### config.mk
export PLATFORM = sky130hd
export DESIGN_NAME = ssd_scan_decoder_flat
export DESIGN_NICKNAME = d
export VERILOG_FILES = /design/src/rtl/ssd_scan_decoder_pkg.sv /design/src/rtl/ssd_scan_decoder_if.sv /design/src/rtl/ssd_scan_decoder_seg_to_hex.sv /design/src/rtl/ssd_scan_decoder.sv /design/src/flat_wrapper.sv
export SDC_FILE = /design/constraint.sdc
export NUM_CORES = 1
export LEC_CHECK = 0
export BUFFER_PORTS_ARGS = -buffer_cell sky130_fd_sc_hd__buf_2
export CAP_MARGIN = 25
export CORE_ASPECT_RATIO = 1.4
export CORE_MARGIN = 10
export CORE_UTILIZATION = 29
export DETAILED_ROUTE_END_ITERATION = 16
export GPL_TIMING_DRIVEN = 0
export PLACE_DENSITY = 0.48
export SLEW_MARGIN = 20
export SYNTH_ARGS = -nofsm -noshare
export SYNTH_HDL_FRONTEND = slang
export SYNTH_HIERARCHICAL = 1
export SYNTH_SLANG_ARGS = --single-unit
### constraint.sdc
create_clock -name clock -period 6.3 [get_ports clock]
set_clock_uncertainty 0.15 [all_clocks]
set_input_delay 1.26 -clock clock [delete_from_list [all_inputs] [get_ports clock]]
set_output_delay 1.26 -clock clock [all_outputs]
set_load 0.1 [all_outputs]
### src/rtl/ssd_scan_decoder_pkg.sv
// Shared definitions for the seven-segment scan decoder.
// Holds the active-low segment patterns, the decoded code values, the anode
// one-hot patterns, the FSM state type and a helper that maps an anode
// pattern to a digit slot index.
package ssd_scan_decoder_pkg;

    // Segment patterns, active-low, bit order {a,b,c,d,e,f,g}
    localparam logic [6:0] SEG_0     = 7'b0000001;
    localparam logic [6:0] SEG_1     = 7'b1001111;
    localparam logic [6:0] SEG_2     = 7'b0010010;
    localparam logic [6:0] SEG_3     = 7'b0000110;
    localparam logic [6:0] SEG_4     = 7'b1001100;
    localparam logic [6:0] SEG_5     = 7'b0100100;
    localparam logic [6:0] SEG_6     = 7'b0100000;
    localparam logic [6:0] SEG_7     = 7'b0001111;
    localparam logic [6:0] SEG_8     = 7'b0000000;
    localparam logic [6:0] SEG_9     = 7'b0000100;
    localparam logic [6:0] SEG_BLANK = 7'b1111111;

    localparam logic [3:0] CODE_BLANK = 4'hA;
    localparam logic [3:0] CODE_BAD   = 4'hF;

    // Anode patterns, active-low, AN[3] is the leftmost digit
    localparam logic [3:0] AN_D3   = 4'b0111;
    localparam logic [3:0] AN_D2   = 4'b1011;
    localparam logic [3:0] AN_D1   = 4'b1101;
    localparam logic [3:0] AN_D0   = 4'b1110;
    localparam logic [3:0] AN_NONE = 4'b1111;

    typedef enum logic [1:0] {
        IDLE   = 2'd0,
        SETTLE = 2'd1,
        HOLD   = 2'd2
    } state_t;

    typedef struct packed {
        logic       hit;  // exactly one anode low
        logic [1:0] idx;  // slot index of that anode
    } an_dec_t;

    // Map a one-hot-low anode pattern to its slot; hit=0 for anything else.
    function automatic an_dec_t an_decode(input logic [3:0] an);
        an_dec_t r;
        r.hit = 1'b1;
        r.idx = 2'd0;
        case (an)
            AN_D3:   r.idx = 2'd3;
            AN_D2:   r.idx = 2'd2;
            AN_D1:   r.idx = 2'd1;
            AN_D0:   r.idx = 2'd0;
            default: r.hit = 1'b0;
        endcase
        return r;
    endfunction

endpackage

### src/rtl/ssd_scan_decoder_if.sv
// Scanned display bus plus decoded results.
// master: drives AN/C (display driver or bench), observes the results.
// slave : the decoder, samples AN/C and drives the results.
//   AN[3:0]     anode enables, active-low
//   C[6:0]      segments, active-low, C[6]=a .. C[0]=g
//   digits      last complete frame {d3,d2,d1,d0}
//   frame_valid one-cycle pulse when digits updates
//   seg_err     one-cycle pulse, captured pattern not decodable
//   an_err      one-cycle pulse, settled AN with more than one bit low
//   stale       level, no capture for the timeout period
interface ssd_scan_decoder_if;
    logic [3:0]  AN;
    logic [6:0]  C;
    logic [15:0] digits;
    logic        frame_valid;
    logic        seg_err;
    logic        an_err;
    logic        stale;

    modport master (
        output AN, C,
        input  digits, frame_valid, seg_err, an_err, stale
    );

    modport slave (
        input  AN, C,
        output digits, frame_valid, seg_err, an_err, stale
    );
endinterface

### src/rtl/ssd_scan_decoder_seg_to_hex.sv
// Combinational inverse of the seven-segment driver table.
//   seg_i[6:0]   active-low segment pattern {a..g}
//   code_c_o     decoded code: 0-9, 4'hA for blank, 4'hF for unknown
//   bad_c_o      high when the pattern is not in the table
module ssd_scan_decoder_seg_to_hex
    import ssd_scan_decoder_pkg::*;
(
    input  logic [6:0] seg_i,
    output logic [3:0] code_c_o,
    output logic       bad_c_o
);

    always_comb begin
        code_c_o = CODE_BAD;
        bad_c_o  = 1'b0;
        case (seg_i)
            SEG_0:     code_c_o = 4'h0;
            SEG_1:     code_c_o = 4'h1;
            SEG_2:     code_c_o = 4'h2;
            SEG_3:     code_c_o = 4'h3;
            SEG_4:     code_c_o = 4'h4;
            SEG_5:     code_c_o = 4'h5;
            SEG_6:     code_c_o = 4'h6;
            SEG_7:     code_c_o = 4'h7;
            SEG_8:     code_c_o = 4'h8;
            SEG_9:     code_c_o = 4'h9;
            SEG_BLANK: code_c_o = CODE_BLANK;
            default:   bad_c_o  = 1'b1;
        endcase
    end

endmodule

### src/rtl/ssd_scan_decoder.sv
// Receive-side monitor for a 4-digit multiplexed seven-segment bus.
// Synchronizes AN/C, waits for each digit dwell to settle, captures one
// decoded nibble per dwell and emits a frame once all four slots are seen.
//   clock  system clock
//   reset  asynchronous active-low reset
//   bus    slave side of ssd_scan_decoder_if (AN/C in, results out)
module ssd_scan_decoder
    import ssd_scan_decoder_pkg::*;
#(
    parameter int unsigned SETTLE_CYCLES  = 4,
    parameter int unsigned TIMEOUT_CYCLES = 1_000_000
) (
    input  logic                clock,
    input  logic                reset,
    ssd_scan_decoder_if.slave   bus
);

    localparam int unsigned CW = $clog2(SETTLE_CYCLES + 1);
    localparam int unsigned TW = $clog2(TIMEOUT_CYCLES + 1);
    localparam logic [CW-1:0] CNT_MAX  = CW'(SETTLE_CYCLES);
    localparam logic [CW-1:0] CNT_FIRE = CW'(SETTLE_CYCLES - 1);
    localparam logic [TW-1:0] T_MAX    = TW'(TIMEOUT_CYCLES);

    logic [3:0]       an_m_q, an_s_q;
    logic [6:0]       c_m_q, c_s_q;
    logic [10:0]      s_prev_q;
    logic [CW-1:0]    cnt_q, cnt_d;
    logic [TW-1:0]    tcnt_q, tcnt_d;
    state_t           state_q, state_d;
    logic [3:0][3:0]  slot_q, slot_d;
    logic [3:0]       seen_q, seen_d;
    logic [15:0]      digits_q, digits_d;
    logic             fv_q, fv_d;
    logic             seg_err_q, seg_err_d;
    logic             an_err_q, an_err_d;
    logic             stale_q, stale_d;

    logic             same_c;
    logic             capture_c;
    logic [3:0]       code_c;
    logic             bad_c;
    an_dec_t          adec_c;

    // Two-flop synchronizers; idle bus value on reset
    always_ff @(posedge clock or negedge reset) begin
        if (!reset) begin
            an_m_q <= AN_NONE;
            an_s_q <= AN_NONE;
            c_m_q  <= SEG_BLANK;
            c_s_q  <= SEG_BLANK;
        end else begin
            an_m_q <= bus.AN;
            an_s_q <= an_m_q;
            c_m_q  <= bus.C;
            c_s_q  <= c_m_q;
        end
    end

    assign same_c = ({an_s_q, c_s_q} == s_prev_q);

    ssd_scan_decoder_seg_to_hex u_seg_to_hex (
        .seg_i    (c_s_q),
        .code_c_o (code_c),
        .bad_c_o  (bad_c)
    );

    always_ff @(posedge clock or negedge reset) begin
        if (!reset) state_q <= IDLE;
        else        state_q <= state_d;
    end

    // Dwell tracking: one capture per settled dwell, then hold until the bus moves
    always_comb begin
        state_d   = state_q;
        capture_c = 1'b0;
        case (state_q)
            IDLE: begin
                if (an_s_q != AN_NONE) state_d = SETTLE;
            end
            SETTLE: begin
                if (an_s_q == AN_NONE) begin
                    state_d = IDLE;
                end else if (same_c && (cnt_q == CNT_FIRE)) begin
                    capture_c = 1'b1;
                    state_d   = HOLD;
                end
            end
            HOLD: begin
                if (!same_c) state_d = (an_s_q == AN_NONE) ? IDLE : SETTLE;
            end
            default: state_d = IDLE;
        endcase
    end

    // Slot write, frame assembly, error pulses and timeout
    always_comb begin
        adec_c    = an_decode(an_s_q);
        cnt_d     = same_c ? ((cnt_q == CNT_MAX) ? cnt_q : cnt_q + CW'(1)) : '0;
        tcnt_d    = (tcnt_q == T_MAX) ? tcnt_q : tcnt_q + TW'(1);
        slot_d    = slot_q;
        seen_d    = seen_q;
        digits_d  = digits_q;
        fv_d      = 1'b0;
        seg_err_d = 1'b0;
        an_err_d  = 1'b0;
        if (capture_c) begin
            tcnt_d = '0;
            if (adec_c.hit) begin
                slot_d[adec_c.idx] = code_c;
                seen_d[adec_c.idx] = 1'b1;
                seg_err_d          = bad_c;
            end else begin
                an_err_d = 1'b1;
            end
            // Completing capture publishes the frame including its own nibble
            if (seen_d == 4'b1111) begin
                digits_d = slot_d;
                fv_d     = 1'b1;
                seen_d   = '0;
            end
        end
        stale_d = (tcnt_d == T_MAX);
    end

    always_ff @(posedge clock or negedge reset) begin
        if (!reset) begin
            s_prev_q  <= {AN_NONE, SEG_BLANK};
            cnt_q     <= '0;
            tcnt_q    <= '0;
            slot_q    <= {4{CODE_BLANK}};
            seen_q    <= '0;
            digits_q  <= {4{CODE_BLANK}};
            fv_q      <= 1'b0;
            seg_err_q <= 1'b0;
            an_err_q  <= 1'b0;
            stale_q   <= 1'b0;
        end else begin
            s_prev_q  <= {an_s_q, c_s_q};
            cnt_q     <= cnt_d;
            tcnt_q    <= tcnt_d;
            slot_q    <= slot_d;
            seen_q    <= seen_d;
            digits_q  <= digits_d;
            fv_q      <= fv_d;
            seg_err_q <= seg_err_d;
            an_err_q  <= an_err_d;
            stale_q   <= stale_d;
        end
    end

    assign bus.digits      = digits_q;
    assign bus.frame_valid = fv_q;
    assign bus.seg_err     = seg_err_q;
    assign bus.an_err      = an_err_q;
    assign bus.stale       = stale_q;

endmodule

### src/flat_wrapper.sv
// flat-port wrapper written by rule: the top's interface ports become plain ports
module ssd_scan_decoder_flat import ssd_scan_decoder_pkg::*;
#(
    parameter int unsigned SETTLE_CYCLES  = 4,
    parameter int unsigned TIMEOUT_CYCLES = 1_000_000
)
  (clock, reset, bus_AN, bus_C, bus_digits, bus_frame_valid, bus_seg_err, bus_an_err, bus_stale);
  ssd_scan_decoder_if bus_i ();
  input  logic clock;
  input  logic reset;
  input wire logic [$bits(bus_i.AN)-1:0] bus_AN;
  input wire logic [$bits(bus_i.C)-1:0] bus_C;
  output wire logic [$bits(bus_i.digits)-1:0] bus_digits;
  output wire logic [$bits(bus_i.frame_valid)-1:0] bus_frame_valid;
  output wire logic [$bits(bus_i.seg_err)-1:0] bus_seg_err;
  output wire logic [$bits(bus_i.an_err)-1:0] bus_an_err;
  output wire logic [$bits(bus_i.stale)-1:0] bus_stale;
  assign bus_i.AN = bus_AN;
  assign bus_i.C = bus_C;
  assign bus_digits = bus_i.digits;
  assign bus_frame_valid = bus_i.frame_valid;
  assign bus_seg_err = bus_i.seg_err;
  assign bus_an_err = bus_i.an_err;
  assign bus_stale = bus_i.stale;
  ssd_scan_decoder #(.SETTLE_CYCLES(SETTLE_CYCLES), .TIMEOUT_CYCLES(TIMEOUT_CYCLES)) u_core (.clock(clock), .reset(reset), .bus(bus_i));
endmodule
Word level (Yosys, flattened, before mapping) --
Cells that the tools add are included.
Operators by class: magnitude comparators 2, equal/unequal tests 28, add/sub/neg operators 2, bitwise logic cells 1, mux-type cells 32, reduce and logical (&&, ||, !) cells 8
Operator list (number):
- 4-bit one-hot mux with 11 select lines | 1
- 20-bit equality test (second input constant) | 2
- 20-bit two-way mux | 2
- 7-bit equality test (second input constant) | 3
- 20-bit by 1-bit adder with 20-bit output (second input constant) | 1
- 4-bit equality test (second input constant) | 5
- 16-bit bitwise mux | 1
- 16-bit two-way mux | 1
- 4-bit two-way mux | 4
- 7-bit by 3-bit equality test with 1-bit output (second input constant) | 2
- 7-bit by 6-bit equality test with 1-bit output (second input constant) | 2
- 1-bit two-way mux | 13
- 2-bit one-hot mux with 3 select lines | 2
- 11-bit equality test | 1
- 11-bit OR reduction | 1
- 4-bit demux with 2-bit select | 1
- 2-bit two-way mux | 4
- 7-bit by 1-bit equality test with 1-bit output (second input constant) | 1
- 7-bit by 4-bit equality test with 1-bit output (second input constant) | 1
- 7-bit by 5-bit equality test with 1-bit output (second input constant) | 1
- 7-bit logical NOT | 1
- 3-bit two-way mux | 2
- 4-bit by 3-bit equality test with 1-bit output (second input constant) | 1
- 2-bit inequality test (second input constant) | 2
- other kinds (17) | 18
Word-level totals: logic and storage cells 91, output and inout port bits 20, bits of input ports 13, register bits 98

Longest topological paths before layout --
depth in word-level cells 12, depth in mapped cells 9, depth with buffers taken out 8

Cells and area by module --
The synthesis kept the hierarchy.
Modules (own cells, without submodules):
- ssd_scan_decoder | area an instance 4334.2 um^2, seq. area each 2513.7 um^2, cells each 370, instances 1
- ssd_scan_decoder_seg_to_hex | area an instance 284.0 um^2, seq. area each 0.0 um^2, cells each 42, instances 1

Worst setup path before layout --
OpenSTA, ideal clock, no wires.
path type register to register, start point register u_core.an_s_q[2], end point register u_core.digits_q[0] (netlist: u_core/bus.digits[0]), clock period less this slack 2.661 ns, library setup time 0.125 ns, slack 3.639 ns, cell stages (with the launch flop) 10, required time 6.025 ns, arrival 2.385 ns, path buffers 3, cell sequence dfstp_2 clkbuf_1 xor2_1 nor3_1 nand3_2 or2_1 buf_2 or3_4 buf_6 mux2_4
Between the ends: cells in the longest elaborated chain, start to end 11, elaborated cells between the ends (all ways) 27, classes of those cells 2 x order compare; 7 x eq/ne; 13 x mux; 1 x bitwise; 4 x reduce/logical
Ends and longest elaborated chain:
- start, declared | line ssd_scan_decoder.sv:24 | logic [3:0] an_m_q, an_s_q;
- start signal, assigned | line ssd_scan_decoder.sv:53 | an_s_q <= an_m_q;
- 4-bit equality test / 4-bit by 3-bit equality test with 1-bit output (equally long branches) | line ssd_scan_decoder_pkg.sv:46 | case (an)
- 2-bit one-hot mux with 3 select lines | line ssd_scan_decoder_pkg.sv:46
- 2-bit by 3-bit < comparator with 1-bit output (not written as such) / 2-bit by 1-bit greater-or-equal comparator with 1-bit output (equally long branches) | line ssd_scan_decoder.sv:109, ssd_scan_decoder.sv:110
- 1-bit logical AND (not written as such) | line ssd_scan_decoder.sv:109, ssd_scan_decoder.sv:110
- 1-bit two-way mux (not written as such) | line ssd_scan_decoder.sv:110 | seen_d[adec_c.idx] = 1'b1;
- 1-bit demux with 2-bit select
- 4-bit bitwise OR (no line)
- 4-bit two-way mux | line ssd_scan_decoder.sv:108 | if (adec_c.hit) begin
- 4-bit two-way mux | line ssd_scan_decoder.sv:106 | if (capture_c) begin
- 4-bit equality test | line ssd_scan_decoder.sv:116 | if (seen_d == 4'b1111) begin
- 2-bit AND reduction (no line)
- end signal, assigned | line ssd_scan_decoder.sv:132 | digits_q <= {4{CODE_BLANK}};
- end signal, assigned | line ssd_scan_decoder.sv:143 | digits_q <= digits_d;
- end, declared | line ssd_scan_decoder.sv:32 | logic [15:0] digits_q, digits_d;
Parallel ways exist; a longest one is shown, timed or not. The select of a mux whose other input is x is not followed. A chain may end at the register's enable or synchronous reset.

Final worst setup path --
start point register u_core.an_s_q[2], end point register u_core.digits_q[2] (netlist: u_core/bus.digits[2])
The elaborated chain is that of the path after synthesis.

==> impl_metrics.tcl <==
set metrics [dict create \
    status "finished, final reports clean" \
    cp-startpoint "u_core/an_s_q[2]" \
    grt_pass1_vias 3121 \
    cp_max_fo 10 \
    rows 54 \
    ioPinCount 33 \
    ys.flop_type "dfstp_2" \
    drc 0 \
    path_cells "clkbuf_1 -> xor2_1 -> nor3_1 -> nand3_2 -> or2_1 -> buf_2 -> or3_4 -> buf_6 -> mux2_4" \
    dp_hpwl_um 6570 \
    synth_top_area_share_pct 27.9 \
    grt_overflow 0 \
    setup_tns_ns 0 \
    syn_nets 430 \
    placed_cells 641 \
    p_leak_nw 2.47 \
    async_reset_ff_share_pct 100 \
    synth-edff-count 0 \
    worstPathRequired_ns 6.38 \
    die_y_um 169 \
    tightestPinTransition_ns 0.773 \
    ctsResizeCount 0 \
    grt_usage_pct 8.77 \
    slowest_stage "dfstp_2" \
    rsz0062_at_grt "no" \
    hold_viol 0 \
    synth-seq-area-share_pct 54.4 \
    postSynthAreaPerCell_um2 11.2 \
    drive_above_1_share_pct 33.6 \
    postSynthCellCount 412 \
    cp_slowest_stage_delay_ns 0.53 \
    core_area_um2 15600 \
    die_area_um2 21400 \
    wl_um 9010 \
    startpoint_type "register" \
    grt_pass1_wl_um 15300 \
    num_vias 2996 \
    hold_buffers 0 \
    cts.clk_slew.worst_paths_ns 0.06 \
    nets 474 \
    area_growth_pct 15.8 \
    ant_nets 0 \
    ir_worst_vdd_v 0.0000957 \
    ys_warn_count 6 \
    period_share_pct 46.3 \
    vias_per_cell 4.56 \
    routedWlPerCell_um 13.7 \
    fmax_mhz 343 \
    cts_buffers 9 \
    start_util_pct 29.6 \
    crit_path_end_kind "register" \
    synth_top_cell_by_area "dfstp_2" \
    drt_iter0_drc 183 \
    cts_buffer_depth 2 \
    layout.cells.non_filler 657 \
    r2r_start "u_core/an_s_q[2]" \
    gp_congestion 0.774 \
    setup.worst_path.class "register to register" \
    cts_setup_buffers 0 \
    fin_crit_ns 2.91 \
    hold_class "register to register" \
    die_w_um 127 \
    clock_latency_ns 0.35 \
    power_density_nw_per_um2 232 \
    drtPass1Iterations 4 \
    synthesis.area_um2 4620 \
    cts_root_buf "clkbuf_16" \
    antennaDiodeCount 0 \
    cts_sinks 98 \
    grt_max_degree 55 \
    yosysUniqueCellTypes 60 \
    relSlewSlack_pct 48.1 \
    synth-seq-cells 98 \
    htree_levels 3 \
    rrSetupSlack_ns 3.39 \
    holdCritStartpoint "u_core/c_m_q[1]" \
    arrival_ns 2.99 \
    drv_slew 0 \
    setup_viol 0 \
    io_buffers 32 \
    antenna_found_initial 0 \
    synth_area_leaders "dfstp_2 (28%), dfrtp_1 (27%), nand2_1 (5.4%), mux2_4 (4.9%), mux2_2 (4.1%)" \
    cts_tree "yes" \
    maxCapViolCount 0 \
]
==> cells in the mapped netlist, types with 2 or more instances <==
master,number
o22ai_1,4
dfstp_2,49
nor3_1,7
o21a_1,6
clkbuf_1,7
o211ai_2,2
buf_6,5
nor3b_1,2
xnor2_1,16
nand2b_1,3
nand4_1,7
dfrtp_1,49
nor2_1,39
mux2_4,15
and3_1,5
a31o_2,2
mux2_2,17
nor2b_1,3
or3_1,2
nand3_1,13
nand2_1,67
nand4b_1,4
ha_1,5
nor4_2,2
inv_1,14
o21ai_0,4
and4_1,3
a21oi_1,4
xor2_1,21
buf_2,5
==> logic make-up (layout without fill, tap and decap cells) <==
kind of cell / after synthesis / in the layout / share of synthesized area, %
XOR/XNOR: 37 / 37 / 7.02
multiplexers: 33 / 33 / 9.24
buffers and inverters: 31 / 80 / 3.47
flip-flops: 98 / 98 / 54.4
AND/OR/NAND/NOR: 173 / 173 / 18.9
AO/OA/AOI/OAI: 35 / 35 / 5.61
adder cells (fa/ha/maj): 5 / 5 / 1.35
==> power by group <==
part | internal (mW) | switching (mW) | leakage, nW
sequential | 0.649 | 0.00758 | 1.18
combinational | 0.0180 | 0.0332 | 1.15
clock | 0.301 | 0.233 | 0.147
==> flip-flops by register name (all words and copies together) (netlist names), 2 cells and up <==
name	count
u_core/seen_q	4
u_core/an_m_q	4
u_core/bus.digits	16
u_core/slot_q	16
u_core/tcnt_q	20
u_core/cnt_q	3
u_core/an_s_q	4
u_core/c_s_q	7
u_core/s_prev_q	11
u_core/c_m_q	7
u_core/state_q	2
==> routing by layer <==
metal	share of wire, %	up-vias	GRT usage (%)
met1	43	1447	9.97
li1	-	1488	-
met5	0	-	0
met3	4.9	11	2.72
met2	50	50	14.8
met4	1.8	0	3.87
==> per-stage QoR <==
| step | area, um^2 | worst slack [ns] | power, mW | utilization, % | hold slack [ns] |
|---|---|---|---|---|---|
| after global routing | 5350 | 3.20 | 1.30 | 34.3 | 0.208 |
| after global placement | 5020 | 2.78 | 0.717 | 32.2 | 0.196 |
| after detailed placement | 5060 | 3.37 | 0.721 | 32.4 | 0.197 |
| after CTS | 5350 | 3.36 | 1.27 | 34.3 | 0.203 |
| after floorplan | 4620 | 3.64 | 0.693 | - | 0.195 |
| final | 5350 | 3.39 | 1.24 | 34.3 | 0.202 |
==> final cells by class <==
cell class	count	area, um^2
Sequential cell	98	2510
Inverter	14	52.6
Fill cell	1550	10300
Buffer	17	108
Clock buffer	12	268
Tap cell	196	245
Timing Repair Buffer	33	194
Clock inverter	4	23.8
Multi-Input combinational cell	283	1940
==> worst max-delay path: cells and delay by family (launching register included) <==
kind	cells	cell delay (ns)
xor+xnor	1	0.12
buf+inv	3	0.61
simple gates	4	1.10
flops	1	0.53
mux	1	0.29
==> worst paths after layout <==
path	to	cells after the start
hold / removal	u_core/c_s_q[1]	0
hold reg to reg	u_core/c_s_q[1]	0
min in group asynchronous	u_core/slot_q[0]	1
setup reg to reg	u_core/bus.digits[2]	9
setup / recovery	u_core/bus.digits[2]	9
max in group asynchronous	u_core/s_prev_q[8]	2
==> placed cells by master, fill, tap and decap left out, types with 4 or more instances in the layout <==
cell type / count
a21oi_1: 4
and3_1: 5
buf_2: 36
buf_6: 6
clkbuf_1: 8
clkbuf_16: 10
dfrtp_1: 49
dfstp_2: 49
ha_1: 5
inv_1: 14
mux2_2: 17
mux2_4: 15
nand2_1: 67
nand3_1: 13
nand4_1: 7
nand4b_1: 4
nor2_1: 39
nor3_1: 7
o21a_1: 6
o21ai_0: 4
o22ai_1: 4
xnor2_1: 16
xor2_1: 21
No activity file was read; power rests on OpenSTA's default activity.
